==> src/rtl/gnn_seq_ctrl_if.sv <==
// Handshake and control bundle between the GNN frame sequencer and the datapath / shared layer engine.
// master = sequencer side, slave = datapath/engine side.
interface gnn_seq_ctrl_if;
  logic       in_valid;
  logic       in_ready;
  logic       agg_in_en;
  logic       eng_start;
  logic       eng_mode;
  logic [1:0] eng_node;
  logic       eng_done;
  logic       hid_wr_en;
  logic       agg_out_en;
  logic [3:0] out_valid;
  logic       busy;
  logic       err;
  logic [7:0] frame_cnt;

  modport master (
    input  in_valid, eng_done,
    output in_ready, agg_in_en, eng_start, eng_mode, eng_node, hid_wr_en,
           agg_out_en, out_valid, busy, err, frame_cnt
  );

  modport slave (
    output in_valid, eng_done,
    input  in_ready, agg_in_en, eng_start, eng_mode, eng_node, hid_wr_en,
           agg_out_en, out_valid, busy, err, frame_cnt
  );
endinterface

==> src/rtl/gnn_seq_ctrl.sv <==
// Frame sequencer for the 4-node, 2-layer GNN datapath: AGG1 -> hidden layer x4 -> AGG2 -> output layer x4.
// Optional engine watchdog compiled in with `define GNN_SEQ_WDOG_EN (engine latency must be >= 1 cycle).
module gnn_seq_ctrl #(
  parameter int NUM_NODES = 4
`ifdef GNN_SEQ_WDOG_EN
  ,
  parameter int WDOG_CYCLES = 255
`endif
) (
  input  logic           clk,
  input  logic           rst,
  gnn_seq_ctrl_if.master bus
);

  localparam logic [1:0] NODE_LAST = 2'(NUM_NODES - 1);

  typedef enum logic [2:0] {
    S_IDLE,
    S_AGG1,
    S_HID_ISSUE,
    S_HID_WAIT,
    S_AGG2,
    S_OUT_ISSUE,
    S_OUT_WAIT
  } state_t;

  state_t               state_reg, state_next;
  logic [1:0]           node_reg, node_next;
  logic [7:0]           frame_cnt_reg, frame_cnt_next;
  logic [NUM_NODES-1:0] out_valid_reg;

  logic frame_accept;
  logic hid_land;
  logic out_land;
  logic wait_stall;

  logic agg_in_en_reg;
  logic eng_start_reg;
  logic eng_mode_reg;
  logic agg_out_en_reg;
  logic in_ready_reg;
  logic busy_reg;

`ifdef GNN_SEQ_WDOG_EN
  logic [7:0] wdog_cnt_reg, wdog_cnt_next;
  logic       wdog_abort;
  logic       err_reg;
`endif

  // A WAIT cycle without a completion is what the watchdog counts.
  assign wait_stall = ((state_reg == S_HID_WAIT) || (state_reg == S_OUT_WAIT)) && !bus.eng_done;

  always_comb begin
    state_next     = state_reg;
    node_next      = node_reg;
    frame_cnt_next = frame_cnt_reg;
    frame_accept   = 1'b0;
    hid_land       = 1'b0;
    out_land       = 1'b0;
    case (state_reg)
      S_IDLE: begin
        if (bus.in_valid) begin
          frame_accept = 1'b1;
          node_next    = 2'd0;
          state_next   = S_AGG1;
        end
      end
      S_AGG1:      state_next = S_HID_ISSUE;
      S_HID_ISSUE: state_next = S_HID_WAIT;
      S_HID_WAIT: begin
        if (bus.eng_done) begin
          hid_land = 1'b1;
          if (node_reg == NODE_LAST) begin
            state_next = S_AGG2;
          end else begin
            node_next  = node_reg + 2'd1;
            state_next = S_HID_ISSUE;
          end
        end
`ifdef GNN_SEQ_WDOG_EN
        else if (wdog_abort) begin
          state_next = S_IDLE;
        end
`endif
      end
      S_AGG2: begin
        node_next  = 2'd0;
        state_next = S_OUT_ISSUE;
      end
      S_OUT_ISSUE: state_next = S_OUT_WAIT;
      S_OUT_WAIT: begin
        if (bus.eng_done) begin
          out_land = 1'b1;
          if (node_reg == NODE_LAST) begin
            frame_cnt_next = frame_cnt_reg + 8'd1;
            state_next     = S_IDLE;
          end else begin
            node_next  = node_reg + 2'd1;
            state_next = S_OUT_ISSUE;
          end
        end
`ifdef GNN_SEQ_WDOG_EN
        else if (wdog_abort) begin
          state_next = S_IDLE;
        end
`endif
      end
      default: state_next = S_IDLE;
    endcase
  end

`ifdef GNN_SEQ_WDOG_EN
  // Counter is zero on the first WAIT cycle; abort fires as the count reaches the limit.
  always_comb begin
    wdog_cnt_next = wdog_cnt_reg;
    wdog_abort    = 1'b0;
    if ((state_reg == S_HID_ISSUE) || (state_reg == S_OUT_ISSUE)) begin
      wdog_cnt_next = 8'd0;
    end else if (wait_stall) begin
      wdog_cnt_next = wdog_cnt_reg + 8'd1;
      wdog_abort    = (wdog_cnt_next == 8'(WDOG_CYCLES));
    end
  end

  always_ff @(posedge clk or posedge rst) begin
    if (rst) begin
      wdog_cnt_reg <= 8'd0;
      err_reg      <= 1'b0;
    end else begin
      wdog_cnt_reg <= wdog_cnt_next;
      if (frame_accept) begin
        err_reg <= 1'b0;
      end else if (wdog_abort) begin
        err_reg <= 1'b1;
      end
    end
  end

  assign bus.err = err_reg;
`else
  assign bus.err = 1'b0;
`endif

  always_ff @(posedge clk or posedge rst) begin
    if (rst) begin
      state_reg     <= S_IDLE;
      node_reg      <= 2'd0;
      frame_cnt_reg <= 8'd0;
    end else begin
      state_reg     <= state_next;
      node_reg      <= node_next;
      frame_cnt_reg <= frame_cnt_next;
    end
  end

  // Strobes are decoded from the next state and registered so they are glitch-free and mutually exclusive.
  always_ff @(posedge clk or posedge rst) begin
    if (rst) begin
      agg_in_en_reg  <= 1'b0;
      eng_start_reg  <= 1'b0;
      eng_mode_reg   <= 1'b0;
      agg_out_en_reg <= 1'b0;
      in_ready_reg   <= 1'b1;
      busy_reg       <= 1'b0;
    end else begin
      agg_in_en_reg  <= (state_next == S_AGG1);
      eng_start_reg  <= (state_next == S_HID_ISSUE) || (state_next == S_OUT_ISSUE);
      eng_mode_reg   <= (state_next == S_OUT_ISSUE) || (state_next == S_OUT_WAIT);
      agg_out_en_reg <= (state_next == S_AGG2);
      in_ready_reg   <= (state_next == S_IDLE);
      busy_reg       <= (state_next != S_IDLE);
    end
  end

  // Per-node sticky result flags: cleared only by a new frame (or reset), kept across a watchdog abort.
  genvar gi;
  generate
    for (gi = 0; gi < NUM_NODES; gi++) begin : g_node_flag
      always_ff @(posedge clk or posedge rst) begin
        if (rst) begin
          out_valid_reg[gi] <= 1'b0;
        end else if (frame_accept) begin
          out_valid_reg[gi] <= 1'b0;
        end else if (out_land && (node_reg == 2'(gi))) begin
          out_valid_reg[gi] <= 1'b1;
        end
      end
    end
  endgenerate

  assign bus.in_ready   = in_ready_reg;
  assign bus.agg_in_en  = agg_in_en_reg;
  assign bus.eng_start  = eng_start_reg;
  assign bus.eng_mode   = eng_mode_reg;
  assign bus.eng_node   = node_reg;
  assign bus.hid_wr_en  = hid_land;
  assign bus.agg_out_en = agg_out_en_reg;
  assign bus.out_valid  = out_valid_reg;
  assign bus.busy       = busy_reg;
  assign bus.frame_cnt  = frame_cnt_reg;

endmodule

==> src/flat_wrapper.sv <==
// flat-port wrapper written by rule: the top's interface ports become plain ports
module gnn_seq_ctrl_flat 
#(
  parameter int NUM_NODES = 4

)
  (clk, rst, bus_in_valid, bus_eng_done, bus_in_ready, bus_agg_in_en, bus_eng_start, bus_eng_mode, bus_eng_node, bus_hid_wr_en, bus_agg_out_en, bus_out_valid, bus_busy, bus_err, bus_frame_cnt);
  gnn_seq_ctrl_if bus_i ();
  input  logic clk;
  input  logic rst;
  input wire logic [$bits(bus_i.in_valid)-1:0] bus_in_valid;
  input wire logic [$bits(bus_i.eng_done)-1:0] bus_eng_done;
  output wire logic [$bits(bus_i.in_ready)-1:0] bus_in_ready;
  output wire logic [$bits(bus_i.agg_in_en)-1:0] bus_agg_in_en;
  output wire logic [$bits(bus_i.eng_start)-1:0] bus_eng_start;
  output wire logic [$bits(bus_i.eng_mode)-1:0] bus_eng_mode;
  output wire logic [$bits(bus_i.eng_node)-1:0] bus_eng_node;
  output wire logic [$bits(bus_i.hid_wr_en)-1:0] bus_hid_wr_en;
  output wire logic [$bits(bus_i.agg_out_en)-1:0] bus_agg_out_en;
  output wire logic [$bits(bus_i.out_valid)-1:0] bus_out_valid;
  output wire logic [$bits(bus_i.busy)-1:0] bus_busy;
  output wire logic [$bits(bus_i.err)-1:0] bus_err;
  output wire logic [$bits(bus_i.frame_cnt)-1:0] bus_frame_cnt;
  assign bus_i.in_valid = bus_in_valid;
  assign bus_i.eng_done = bus_eng_done;
  assign bus_in_ready = bus_i.in_ready;
  assign bus_agg_in_en = bus_i.agg_in_en;
  assign bus_eng_start = bus_i.eng_start;
  assign bus_eng_mode = bus_i.eng_mode;
  assign bus_eng_node = bus_i.eng_node;
  assign bus_hid_wr_en = bus_i.hid_wr_en;
  assign bus_agg_out_en = bus_i.agg_out_en;
  assign bus_out_valid = bus_i.out_valid;
  assign bus_busy = bus_i.busy;
  assign bus_err = bus_i.err;
  assign bus_frame_cnt = bus_i.frame_cnt;
  gnn_seq_ctrl #(.NUM_NODES(NUM_NODES)) u_core (.clk(clk), .rst(rst), .bus(bus_i));
endmodule
==> config.mk <==
export PLATFORM = sky130hd
export DESIGN_NAME = gnn_seq_ctrl_flat
export DESIGN_NICKNAME = d
export VERILOG_FILES = /design/src/rtl/gnn_seq_ctrl_if.sv /design/src/rtl/gnn_seq_ctrl.sv /design/src/flat_wrapper.sv
export SDC_FILE = /design/constraint.sdc
export NUM_CORES = 1
export LEC_CHECK = 0
export ABC_CLOCK_PERIOD_IN_PS = 3000
export CORE_MARGIN = 2
export CORE_UTILIZATION = 52
export DETAILED_ROUTE_END_ITERATION = 8
export PLACE_DENSITY = 0.9
export SKIP_CTS_REPAIR_TIMING = 1
export SYNTH_ARGS = -nofsm -noshare
export SYNTH_HDL_FRONTEND = slang
export SYNTH_SLANG_ARGS = --single-unit
==> constraint.sdc <==
create_clock -name clk -period 3 [get_ports clk]
set_clock_uncertainty 0.1 [all_clocks]
set_input_delay 0.6 -clock clk [delete_from_list [all_inputs] [get_ports clk]]
set_output_delay 0.6 -clock clk [all_outputs]
set_load 0.02 [all_outputs]
== Yosys cells after proc, flatten, opt, wreduce, memory -nomap -nowiden ==
Cells that the tools add are included.

* Add/subtract/negate cells: 2
* Equal/unequal tests: 17
* Muxes and demuxes: 23
* Reduce and logical (&&, ||, !) cells: 18

{| class="wikitable"
|+ Operators by type and width
! operator !! number
|-
| 3-bit case mux with 7 select lines || 1
|-
| 3-bit == test, second input constant || 6
|-
| 3-bit two-way mux || 5
|-
| 1-bit two-way mux || 13
|-
| 3-bit by 2-bit == test with 1-bit output, second input constant || 3
|-
| 8-bit by 1-bit adder with 8-bit output, second input constant || 1
|-
| 2-bit nonzero test || 4
|-
| 3-bit by 1-bit == test with 1-bit output, second input constant || 2
|-
| 3-bit zero test || 2
|-
| 2-bit two-way mux || 3
|-
| 2-bit case mux with 3 select lines || 1
|-
| 3-bit nonzero test || 2
|-
| 2-bit == test, second input constant || 2
|-
| 1-bit logical AND || 4
|-
| 2-bit inequality test, second input constant || 2
|-
| 4-bit AND reduction || 1
|-
| 3-bit AND reduction || 1
|-
| 2-bit by 1-bit adder with 2-bit output, second input constant || 1
|-
| 2-bit by 1-bit == test with 1-bit output, second input constant || 1
|-
| 2-bit zero test || 1
|-
| 1-bit logical OR || 2
|-
| 2-bit by 1-bit inequality test with 1-bit output, second input constant || 1
|-
| 2-bit OR reduction || 1
|}

* Flip-flop bits (word level): 23
* Input bits: 4
* Output and inout port bits: 22

== Logic depth before layout (Yosys ltp) ==
* Word-level depth: 6
* Mapped depth: 6
* Mapped depth without buffers: 5

== Worst setup path before layout ==
No wires, ideal clock.

* Kind: input-to-output
* Start: in bus_eng_done
* End: out bus_hid_wr_en
* Data arrival time: 0.955 ns
* Required time: 2.300 ns
* Slack: 1.345 ns
* Cell stages on the path: 1
* Path buffers: 0
* Path through: and4b_1

* Cells in the longest elaborated chain, start to end: 2

{| class="wikitable"
|+ RTL lines
! what !! RTL line !! text
|-
| start: declaration || flat_wrapper.sv:12 || <nowiki>input wire logic [$bits(bus_i.eng_done)-1:0] bus_eng_done;</nowiki>
|-
| 1-bit two-way mux || gnn_seq_ctrl.sv:71 || <nowiki>if (bus.eng_done) begin</nowiki>
|-
| 1-bit two-way mux || gnn_seq_ctrl.sv:60 || <nowiki>case (state_reg)</nowiki>
|-
| end: declaration || flat_wrapper.sv:18 || <nowiki>output wire logic [$bits(bus_i.hid_wr_en)-1:0] bus_hid_wr_en;</nowiki>
|}

No other way between the ends.

== Worst setup path after layout ==
Ends and elaborated chain as after synthesis.

==> load_flow_metrics.sql <==
INSERT INTO impl_metrics (metric_group, metric, value, unit) VALUES
('status', 'result_of_the_run', 'completed', ''),
('place', 'numPortBuffers', '24', ''),
('drt', 'finalWirelength', '2080', 'µm'),
('global_route', 'antenna_found_initial', '0', ''),
('global_route', 'gr-max-usage-layer', 'met2', ''),
('run', 'maxCapViolCount', '0', ''),
('synth', 'synth_common_cells', 'dfrtp_1 (22), inv_1 (8), nand2_1 (7)', ''),
('sta', 'hold_viol_final', '0', ''),
('critical_path', 'timing.rr.end', 'u_core.bus.agg_out_en', ''),
('critical_path', 'critPathLaunch', 'bus_eng_done', ''),
('final_layout', 'final_design_area_no_fill', '1390', 'µm²'),
('critical_path', 'number_of_buffers_and_inverters_on_the_critical_path', '2', ''),
('sta', 'timing.fmax', '0.370', 'GHz'),
('worst_hold_path', 'worstHoldPathType', 'register to register', ''),
('sta', 'timing.final.setup_violations', '0', ''),
('critical_path', 'critical_path.slowest_cell', 'clkdlybuf4s50_1', ''),
('final_layout', 'final.fill_count', '158', ''),
('final_layout', 'num-nets-final', '135', ''),
('sta', 'worst_slew_pin_tran', '0.841', 'ns'),
('sta', 'layout_min_cycle_time', '2.71', 'ns'),
('synth', 'synth.top_cell.area_share', '48.7', '%'),
('synth', 'synth_unique_cells', '33', ''),
('drt', 'drt-vias-per-instance', '5.42', ''),
('drt', 'antenna_left', '0', ''),
('synth', 'synth_top_cell_by_area', 'dfrtp_1', ''),
('synth', 'ys_top_cells_by_area', 'dfrtp_1 (49%), ha_1 (6.6%), xnor2_1 (4.7%)', ''),
('critical_path', 'cpMostUsedCell', 'clkdlybuf4s50_1', ''),
('sta', 'totalNegativeSetupSlack', '0', 'ns'),
('die', 'fp.dieW', '50.6', 'µm'),
('synth', 'async_reset_ff_share', '100', '%'),
('synth', 'synth_area', '1130', 'µm²'),
('critical_path', 'critPathMaxStageDelay', '0.63', 'ns'),
('global_route', 'track_usage', '18.8', '%'),
('worst_hold_path', 'hold_path_cells', '1', ''),
('power_and_ir_drop', 'power.density_cell_area', '806', 'nW/µm²'),
('worst_hold_path', 'timing.hold.worst.start', 'u_core.bus.frame_cnt[7]', ''),
('cts', 'clock_tree.buffer_depth', '2', ''),
('die', 'design.core.area', '2000', 'µm²'),
('cts', 'cts.sink_count', '23', ''),
('synth', 'synth_area_per_cell', '11.3', 'µm²'),
('cts', 'cts_made_buffers', '3', ''),
('global_route', 'grt_util_met1', '23.4', '%'),
('critical_path', 'reg2reg_setup_slack', '1.28', 'ns'),
('global_route', 'grt_first_pass_wirelength', '3590', 'µm'),
('drt', 'first_drt_iteration_drcs', '13', ''),
('cts', 'clkLatencyLatePin', '0.31', 'ns'),
('critical_path', 'maximum_fanout_along_the_worst_path', '3', ''),
('power_and_ir_drop', 'vdd.ir_drop.worst', '543', 'µV'),
('final_layout', 'flow.area_growth_from_synthesis', '22.9', '%'),
('global_route', 'globalRouteOverflowTotal', '0', ''),
('place', 'detailed_place.area', '1360', 'µm²'),
('global_route', 'grt_max_degree', '24', ''),
('synth', 'yosys_most_used_dff', 'dfrtp_1', ''),
('critical_path', 'worst_r2r_path_depth', '5', ''),
('die', 'initial_core_util', '56.4', '%'),
('final_layout', 'largest_reg_flops', '8', ''),
('drt', 'vias', '819', ''),
('die', 'io_pins', '26', ''),
('sta', 'grt_setup_unrepaired', 'false', ''),
('critical_path', 'end_kind', 'output pin', ''),
('synth', 'portion_of_the_post_synthesis_area_used_by_sequential_elements', '51.1', '%'),
('synth', 'yosysMostFrequentCell', 'dfrtp_1', ''),
('drt', 'drt-wirelength-per-cell', '13.8', 'µm'),
('critical_path', 'setup.worst_path.class', 'primary input to output pin', ''),
('sta', 'final_min_period_over_clock_period', '90.2', '%'),
('final_layout', 'insertedDiodeCount', '0', ''),
('synth', 'syn-instance-count', '100', ''),
('global_route', 'globalRouteMet3Util', '4.17', '%'),
('critical_path', 'critPathRequiredTime', '2.30', 'ns'),
('cts', 'clk_transition_reported_paths', '0.12', 'ns'),
('worst_hold_path', 'hold_path_end', 'u_core.bus.frame_cnt[7]', '');
==> power breakdown <==
group,internal [W],switching [W]
logic,0.000232,0.000271
registers,0.000388,0.0000854
clock network,0.0000520,0.0000919
==> layout by cell type (no fill, tap or decap), types with 2 or more instances in the layout <==
| master | count |
|---|---|
| clkdlybuf4s50_1 | 24 |
| dfrtp_1 | 22 |
| inv_1 | 8 |
| nand2_1 | 7 |
| xnor2_1 | 6 |
| nor2_1 | 6 |
| ha_1 | 6 |
| nand4_1 | 5 |
| a21oi_1 | 4 |
| nand3_1 | 4 |
| mux2i_1 | 3 |
| clkbuf_4 | 3 |
| and3_1 | 2 |
| xor2_1 | 2 |
| and2_1 | 2 |
==> final cells by class <==
cell class	instances	area, µm²	area share [%]
Inverter	8	30.0	2.16
Sequential cell	23	577	41.5
Clock buffer	4	26.3	1.89
Tap cell	27	33.8	2.43
Multi-Input combinational cell	64	474	34.1
Timing Repair Buffer	25	248	17.8
==> worst register-to-register path: stages (launching register included) <==
cell     delay [ns]
dfrtp_1        0.45
ha_1           0.32
a21oi_1        0.10
o22a_1         0.24
a31oi_1        0.28
and2_1         0.18
==> per-layer routing <==
layer / up-vias / share of wire, %
met3: 3 / 4.2
met4: 0 / 1.1
met1: 409 / 45
li1: 384 / -
met2: 23 / 49
met5: - / 0
==> worst max path at each step <==
stage          slack (ns)  cells after the start            end
2_1_floorplan        1.34                      1  bus_hid_wr_en
3_3_place_gp         0.35                      3  bus_hid_wr_en
5_1_grt              0.26                      3  bus_hid_wr_en
6_report             0.29                      3  bus_hid_wr_en
4_1_cts              0.30                      3  bus_hid_wr_en
3_5_place_dp         0.30                      3  bus_hid_wr_en
==> logic make-up after synthesis <==
| kind of cell | count (synthesis) | share of synthesized area, % |
|---|---|---|
| compound gates | 12 | 8.64 |
| xor+xnor | 8 | 6.20 |
| fa+ha+maj | 6 | 6.64 |
| buf+inv | 13 | 6.98 |
| flops | 23 | 51.1 |
| mux | 4 | 3.99 |
| other cells | 1 | 0.332 |
| simple gates | 33 | 16.2 |
==> through the flow <==
stage	instances	hold WS [ns]	worst slack (ns)
finish	151	0.380	0.294
detailed placement	147	0.366	0.301
floorplan	100	0.482	1.34
global route	151	0.387	0.265
CTS	151	0.383	0.300
global placement	147	0.359	0.347
Power figures use the tool's default switching activity.
